$ cat config.mk
export PLATFORM = sky130hd
export DESIGN_NAME = lsu
export DESIGN_NICKNAME = d
export VERILOG_FILES = /design/src/rtl/lsu.sv
export SDC_FILE = /design/constraint.sdc
export NUM_CORES = 1
export LEC_CHECK = 0
export BUFFER_PORTS_ARGS = -buffer_cell sky130_fd_sc_hd__buf_2
export CAP_MARGIN = 0
export CORE_ASPECT_RATIO = 0.75
export CORE_MARGIN = 4
export CORE_UTILIZATION = 44
export DETAILED_ROUTE_END_ITERATION = 16
export GPL_ROUTABILITY_DRIVEN = 1
export PLACE_DENSITY = 0.81
export SLEW_MARGIN = 15
export SYNTH_ARGS = -nofsm -noshare
export SYNTH_HDL_FRONTEND = slang
export SYNTH_SLANG_ARGS = --single-unit
$ cat constraint.sdc
create_clock -name clk -period 2.05 [get_ports clk]
set_clock_uncertainty 0.1 [all_clocks]
set_input_delay 0.1025 -clock clk [delete_from_list [all_inputs] [get_ports clk]]
set_output_delay 0.1025 -clock clk [all_outputs]
set_load 0.005 [all_outputs]
$ cat src/rtl/lsu.sv
// Load/store unit: turns M-stage loads/stores into single valid/ready bus transactions and stalls F..M until the response.
// Latency: request in IDLE, >=1 WAIT cycle, one DONE cycle with busy_M low; backpressure via bus_req_ready holds REQ.
module lsu #(
   parameter int unsigned TIMEOUT = 255
) (
   input  logic        clk,
   input  logic        rst_n,
   input  logic        mm_re_M,
   input  logic        mm_we_M,
   input  logic [2:0]  funct3_M,
   input  logic [31:0] addr_M,
   input  logic [31:0] wdata_M,
   output logic        busy_M,
   output logic [31:0] rdata_M,
   output logic        misaligned_M,
   output logic        err_M,
   output logic        bus_req_valid,
   input  logic        bus_req_ready,
   output logic        bus_req_we,
   output logic [31:0] bus_req_addr,
   output logic [31:0] bus_req_wdata,
   output logic [3:0]  bus_req_wstrb,
   input  logic        bus_resp_valid,
   input  logic [31:0] bus_resp_rdata,
   input  logic        bus_resp_err
);

   localparam int unsigned CW    = (TIMEOUT > 1) ? $clog2(TIMEOUT) : 1;
   localparam int unsigned TO_M1 = (TIMEOUT == 0) ? 0 : TIMEOUT - 1;

   typedef enum logic [1:0] {IDLE, REQ, WAIT, DONE} state_e;

   state_e         state_q, state_d;
   logic [CW-1:0]  cnt_q, cnt_d;
   logic [31:0]    rdata_q, rdata_d;
   logic           err_q, err_d;
   logic           mem_op;
   logic           req_vld;
   logic           timeout_hit;
   logic [31:0]    lane_dat;
   logic [31:0]    load_dat;
   logic           sext;

   always_comb begin
      misaligned_M = 1'b0;
      if (mm_re_M | mm_we_M) begin
         if (funct3_M[1:0] == 2'b01 && addr_M[0])
            misaligned_M = 1'b1;
         else if (funct3_M[1:0] == 2'b10 && addr_M[1:0] != 2'b00)
            misaligned_M = 1'b1;
      end
   end

   assign mem_op = (mm_re_M | mm_we_M) & ~misaligned_M;
   assign busy_M = mem_op & (state_q != DONE);

   // The pipeline is frozen while busy_M is high, so the M-stage inputs
   // themselves keep every request field stable through REQ.
   assign bus_req_we    = mm_we_M;
   assign bus_req_addr  = {addr_M[31:2], 2'b00};
   assign bus_req_wdata = wdata_M << {addr_M[1:0], 3'b000};
   always_comb begin
      bus_req_wstrb = 4'b0000;
      if (mm_we_M) begin
         case (funct3_M[1:0])
            2'b00:   bus_req_wstrb = 4'b0001 << addr_M[1:0];
            2'b01:   bus_req_wstrb = 4'b0011 << addr_M[1:0];
            default: bus_req_wstrb = 4'b1111;
         endcase
      end
   end
   assign bus_req_valid = req_vld & rst_n;

   assign lane_dat = bus_resp_rdata >> {addr_M[1:0], 3'b000};
   assign sext     = ~funct3_M[2];
   always_comb begin
      case (funct3_M[1:0])
         2'b00:   load_dat = {{24{sext & lane_dat[7]}}, lane_dat[7:0]};
         2'b01:   load_dat = {{16{sext & lane_dat[15]}}, lane_dat[15:0]};
         default: load_dat = bus_resp_rdata;
      endcase
   end

   assign timeout_hit = (TIMEOUT != 0) && (cnt_q == CW'(TO_M1));

   always_comb begin
      state_d = state_q;
      cnt_d   = cnt_q;
      rdata_d = rdata_q;
      err_d   = 1'b0;
      req_vld = 1'b0;
      case (state_q)
         IDLE: begin
            if (mem_op) begin
               req_vld = 1'b1;
               cnt_d   = '0;
               state_d = bus_req_ready ? WAIT : REQ;
            end
         end
         REQ: begin
            req_vld = 1'b1;
            if (bus_req_ready) begin
               cnt_d   = '0;
               state_d = WAIT;
            end
         end
         WAIT: begin
            cnt_d = cnt_q + CW'(1);
            // A response landing in the timeout cycle still wins.
            if (bus_resp_valid) begin
               state_d = DONE;
               err_d   = bus_resp_err;
               if (mm_re_M)
                  rdata_d = load_dat;
            end else if (timeout_hit) begin
               state_d = DONE;
               err_d   = 1'b1;
            end
         end
         DONE: state_d = IDLE;
         default: state_d = IDLE;
      endcase
   end

   always_ff @(posedge clk or negedge rst_n) begin
      if (!rst_n) begin
         state_q <= IDLE;
         cnt_q   <= '0;
         rdata_q <= '0;
         err_q   <= 1'b0;
      end else begin
         state_q <= state_d;
         cnt_q   <= cnt_d;
         rdata_q <= rdata_d;
         err_q   <= err_d;
      end
   end

   assign rdata_M = rdata_q;
   assign err_M   = err_q;

endmodule

After elaboration in Yosys (flattened, before gate mapping). Index checks and enable logic that the tools add are counted.

Add/sub/neg operators: 1. Equality and inequality tests: 10. Shift-type cells: 4. Mux-type cells: 20. Bitwise operators: 8. Reductions and logical operators: 9.

Operators by type and width (count): $pmux 32 s2 (1); $shl 32x5->32 (1); $shr 32x5->16 (1); $pmux 8 s3 (1); $mux 8 (2); $mux 2 (5); $reduce_and 3->1 (3); $add 8x1->8 const B (1); $eq 8x8->1 const B (1); $pmux 2 s4 (1); $pmux 4 s2 (1); $mux 1 (7); $eq 2x2->1 const B (3); $ne 2x2->1 const B (3); $and 1x1->1 (5); $eq 2x1->1 const B (2); $logic_not 2->1 (2); $mux 4 (1); $shl 1x2->4 const A (1); $shl 2x2->4 const A (1); $ne 3x3->1 const B (1); $reduce_bool 3->1 (1); $logic_and 1x1->1 (2); $not 1->1 (2); 3 further kinds (3).

Flip-flop bits (word level): 43. Input bits: 106. Output and inout bits: 105. Logic and storage cells: 56.

Logic depth before layout (Yosys ltp).
Depth in word-level cells: 10. Depth in mapped cells: 8. Gate-level depth less buffers: 6.

Worst setup path after synthesis. OpenSTA, ideal clock, no wires.

Path kind: flip-flop to flip-flop. Start: register state_q[0]. End: register cnt_q[5]. Setup time: 0.134 ns. Arrival time: 1.540 ns. Data required time: 1.816 ns. Slack: 0.276 ns. Cell stages (with the launch flop): 8. Path buffers: 1. Clock period less this slack: 1.774 ns. Path through: dfrtp_1 -> inv_1 -> ha_1 -> nand2b_1 -> or3_1 -> clkbuf_1 -> o211ai_1 -> mux2i_1.

Word-level cells in the longest chain between the ends: 3. Elaborated cells on any way between the ends: 8. Those cells by class: eq/ne (4); mux (1); reduce/logical (3).

RTL lines: start: declaration (line 33) `state_e state_q, state_d;`; start signal: assignment (line 132) `state_q <= state_d;`; $eq 2x1->1, or another cell as far along (line 92) `case (state_q)`; $ne 2x2->1 (no source line) / $reduce_bool 3->1 (equally long branches); $reduce_and 3->1 (no source line); end signal: assignment (line 133) `cnt_q <= cnt_d;`; end: declaration (line 34) `logic [CW-1:0] cnt_q, cnt_d;`.

Parallel ways exist; a longest one is shown, timed or not. A chain may end at the register's enable or synchronous reset.

Final worst setup path.
Start: register state_q[1]. End: output bus_req_valid.

Word-level cells in the longest chain between the ends: 3. Elaborated cells on any way between the ends: 4. Those cells by class: eq/ne (1); mux (1); bitwise (1); reduce/logical (1).

RTL lines: $eq 2x1->1 / $logic_not 2->1 (equally long branches) (line 92); $pmux 1 s2 * (line 92); $and 1x1->1 * (line 72) `assign bus_req_valid = req_vld & rst_n;`; end: declaration (line 17) `output logic bus_req_valid,`.

Every way passes the cells marked *; elsewhere a longest branch is shown, timed or not.

==> results.txt <==
----------------------------------------------------
[Status]
  Run status ... finished clean

[Timing]
  Minimum setup slack in the final design ... 160 ps
  Tcrit/Tclk final ... 0.922
  Final max-slew violation count ... 0
  Minimum period implied by the final worst setup slack ... between 1500 and 2000 ps
  Fmax ... 0.529 GHz
  Post-route setup TNS ... 0 ps
  Final hold violation count ... 0
  Setup repair after global routing missed its margin ... no
  Final setup fails ... 0

[Worst hold path]
  Hold worst-path end ... rdata_M[2]
  Min-delay src ... bus_resp_rdata[2]
  Classification of the worst-slack hold path ... in2reg
  Worst hold path cell count ... 3

[Yosys]
  Count of synthesis-stage warnings from yosys ... 0
  Fraction of synthesis flops using an asynchronous set or reset pin ... 1.00
  Synthesized area ... 3500 um^2
  Netlist cell types ... between 40 and 50
  Count of flip-flops with a built-in enable after synthesis ... 0
  Number of storage elements in the synthesis netlist ... 43
  Seq/Total Area, Yosys ... 0.307
  Average instance area after synthesis ... 8.48 um^2
  Top FF cell, synth ... sky130_fd_sc_hd__dfrtp_1
  Number of cells produced by synthesis ... 413

[Job]
  MaxCap Viol Count ... 0

[Die]
  Area inside the core boundary ... 7530 um^2
  Starting density of the core ... 0.465
  Placement row count ... 27
  Chip width ... 111 um
  Ports ... 211
  DIE AREA ... 9470 um^2
  Floorplan die height ... 85.3 um

[Drt]
  Drt pass-1 iters ... 6
  Detailed Route Iter0 Violations ... 235
  Routed vias ... 3598
  Total DRC errors in the routed layout ... 0
  Post-detailed-route count of antenna-violating nets ... 0
  Final Routed Wirelength ... 11.0 mm
  Detailed-route wire length per cell ... 17.2 um
  Drt via density ... between 5 and 6

[Place]
  Number of I/O port buffers ... 148
  Half-perimeter wire length of the detailed placement result ... 8.66 mm
  Setup Slack @ Placement ... between 100 and 150 ps
  Routability congestion estimate ... between 0.9 and 1

[Worst setup path]
  Maximum fanout along the worst path ... 5
  Top cell family by delay on the critical path ... compound AO/OA/AOI/OAI gates
  Bufs and invs on worst path ... 2
  Register-to-register setup slack ... 210 ps
  FF-to-FF End ... cnt_q[5]
  Arrival time at the worst endpoint ... 1690 ps
  Number of cells on the worst reg-to-reg path ... 5
  Startpoint of the lowest-slack register-to-register path ... state_q[0]
  Slowest-stage cell, CP ... sky130_fd_sc_hd__dfrtp_1
  CP Cell Sequence ... inv_1, ha_2, o2111ai_2, a21boi_1, buf_2
  Category of the worst setup path capture point ... output pin
  Critical path start-end classification ... reg2out
  Critical path startpoint category ... register
  Maximum cell stage delay along the critical path ... 420 ps
  Data required time of the critical path ... around 1900 ps

[Global routing]
  GRT Util Overall ... 0.229
  Number of global-route vias before repair ... 3515
  Remaining global-route overflow ... 0
  Pin count of the biggest net entering global routing ... 41
  Number of antenna violations at the first check in global routing ... 0
  Wire length of the first global-routing pass ... 18.1 mm

[Layout]
  Number of nets in the final layout ... 650
  Fill cell total of the finished layout ... ~690
  Fraction of final layout cells with drive strength greater than 1 ... 0.364
  Final standard cell utilization of the core ... 0.580
  N_diodes ... 0
  Area of the multi-input gates ... between 2000 and 2500 um^2
  Synthesis-to-layout area growth ... 24.7%
  FF/Latch Area ... 1080 um^2

[Clock network]
  Sink Count ... between 40 and 50
  Max H-tree Level ... 2
  Cell at the root of the clock tree ... sky130_fd_sc_hd__clkbuf_8
  Clock Pin Slew Worst Setup and Hold Paths ... 90 ps
  Worst-case clock buffer depth ... 2
  Number of CTS-inserted buffers ... 5
  Clock latency on the worst-skew pair ... 300 ps
  Clock tree from TritonCTS ... built

[Power]
  Max VDD drop ... 529 uV
  Static Leak ... around 2.2 nW
  Total Power ... 4.11 mW
  Power per cell area ... 942 nW/um^2

----------------------------------------------------
-- where the power goes --
group	leakage (nW)	switching [mW]	internal (mW)
Sequential	0.543	0.240	1.21
Clock	0.0548	0.334	0.368
Combinational	1.65	1.05	0.909
Total	2.25	1.62	2.49
-- worst register-to-register path, stage by stage (launching register included) --
cell and delay, ps:
sky130_fd_sc_hd__dfrtp_1 400, sky130_fd_sc_hd__inv_1 100, sky130_fd_sc_hd__ha_2 240, sky130_fd_sc_hd__nand2b_1 250
sky130_fd_sc_hd__a2111oi_2 440, sky130_fd_sc_hd__mux2i_1 240
-- cells by family (layout without fill, tap and decap cells) --
family | Yosys count | count (layout) | share of synthesized area
buf+inv | 71 | 195 | 0.123
flops | 43 | 43 | 0.307
simple gates | 163 | 163 | 0.248
fa+ha+maj | 7 | 7 | 0.0250
mux | 37 | 37 | 0.110
compound gates | 91 | 91 | 0.186
other cells | 1 | 2 | 0.00107
-- layer usage --
| metal | vias to the layer above | track usage | part of all wire |
|---|---|---|---|
| li1 | 1691 | - | - |
| met1 | 1723 | 0.325 | 0.45 |
| met2 | 168 | 0.353 | 0.46 |
| met3 | 16 | 0.0570 | 0.081 |
| met4 | 0 | 0.0541 | 0.011 |
| met5 | - | 0 | 0 |
-- final cells by class --
class / instances / area share
flip-flops and latches: 43 / 0.246
multi-input cells: 300 / 0.460
inverters: 10 / 0.00860
well taps: 101 / 0.0289
repair buffers: 177 / 0.229
clock buffers: 5 / 0.0158
clock inverters: 3 / 0.0106
-- synthesized netlist by cell type (7+ instances only) --
cell	instances	share of area
sky130_fd_sc_hd__mux2i_1	35	0.10
sky130_fd_sc_hd__nand3_2	10	0.029
sky130_fd_sc_hd__nand2_1	43	0.046
sky130_fd_sc_hd__inv_1	10	0.011
sky130_fd_sc_hd__a211oi_1	11	0.024
sky130_fd_sc_hd__a21oi_1	21	0.030
sky130_fd_sc_hd__nor2_1	31	0.033
sky130_fd_sc_hd__nand2b_1	12	0.021
sky130_fd_sc_hd__and2_1	9	0.016
sky130_fd_sc_hd__ha_1	7	0.025
sky130_fd_sc_hd__buf_2	10	0.014
sky130_fd_sc_hd__buf_4	34	0.073
sky130_fd_sc_hd__o21ai_0	10	0.014
sky130_fd_sc_hd__a22o_1	7	0.018
sky130_fd_sc_hd__clkbuf_1	11	0.012
sky130_fd_sc_hd__a222oi_1	7	0.020
sky130_fd_sc_hd__dfrtp_1	43	0.31
sky130_fd_sc_hd__o211ai_1	12	0.026
sky130_fd_sc_hd__nand3_1	27	0.039
sky130_fd_sc_hd__nor2b_1	15	0.027
sky130_fd_sc_hd__o31ai_1	7	0.015
-- how the worst max path moves through the flow --
stage               startpoint             to  slack [ps]  cells past startpoint
floorplan           state_q[0]       cnt_q[5]         280                      7
global placement    state_q[0]       cnt_q[5]         240                      6
detailed placement  state_q[0]       cnt_q[5]         150                      6
CTS                 state_q[1]  bus_req_valid          80                      5
global route        state_q[0]       cnt_q[5]          30                      5
finish              state_q[1]  bus_req_valid         160                      5
-- timing repair --
| action | CTS | global route |
|---|---|---|
| hold buffers | 12 | 0 |
| setup endpoints to repair | 0 | 4 |
| resized for setup | 0 | 4 |
| setup buffers | 0 | 0 |
| endpoints found under the hold margin | 54 | 0 |
-- metrics by stage --
stage	std cells	cell area, um^2	hold slack [ps]
after floorplan	414	3510	-293
after global placement	619	4120	48.0
after detailed placement	619	4120	45.7
after CTS	639	4360	0.462
after global routing	639	4370	4.08
final	639	4370	0.616
-- registers in the layout (all words and copies together), names as in the netlist --
name / cells
rdata_M: 32
cnt_q: 8
state_q: 2
err_M: 1
-- layout by cell type, fill, tap and decap left out, types with 2 or more instances in the layout --
master / Yosys / layout
sky130_fd_sc_hd__buf_2: 10 / 148
sky130_fd_sc_hd__nand2_1: 43 / 43
sky130_fd_sc_hd__dfrtp_1: 43 / 43
sky130_fd_sc_hd__mux2i_1: 35 / 35
sky130_fd_sc_hd__nor2_1: 31 / 31
sky130_fd_sc_hd__nand3_1: 27 / 27
sky130_fd_sc_hd__a21oi_1: 21 / 21
sky130_fd_sc_hd__buf_4: 34 / 16
sky130_fd_sc_hd__nor2b_1: 15 / 14
sky130_fd_sc_hd__nand2b_1: 12 / 12
sky130_fd_sc_hd__o211ai_1: 12 / 12
sky130_fd_sc_hd__dlygate4sd3_1: 0 / 12
sky130_fd_sc_hd__a211oi_1: 11 / 11
sky130_fd_sc_hd__inv_1: 10 / 10
sky130_fd_sc_hd__o21ai_0: 10 / 10
sky130_fd_sc_hd__nand3_2: 10 / 10
sky130_fd_sc_hd__and2_1: 9 / 9
sky130_fd_sc_hd__a22o_1: 7 / 7
sky130_fd_sc_hd__a222oi_1: 7 / 7
sky130_fd_sc_hd__o31ai_1: 7 / 7
sky130_fd_sc_hd__ha_1: 7 / 6
sky130_fd_sc_hd__clkbuf_8: 0 / 5
sky130_fd_sc_hd__o21a_1: 3 / 3
sky130_fd_sc_hd__nand4_1: 3 / 3
sky130_fd_sc_hd__nand3b_1: 3 / 3
sky130_fd_sc_hd__and3_1: 2 / 2
sky130_fd_sc_hd__a31oi_1: 2 / 2
sky130_fd_sc_hd__conb_1: 1 / 2
Note: power is estimated with default switching activity, not from simulation.
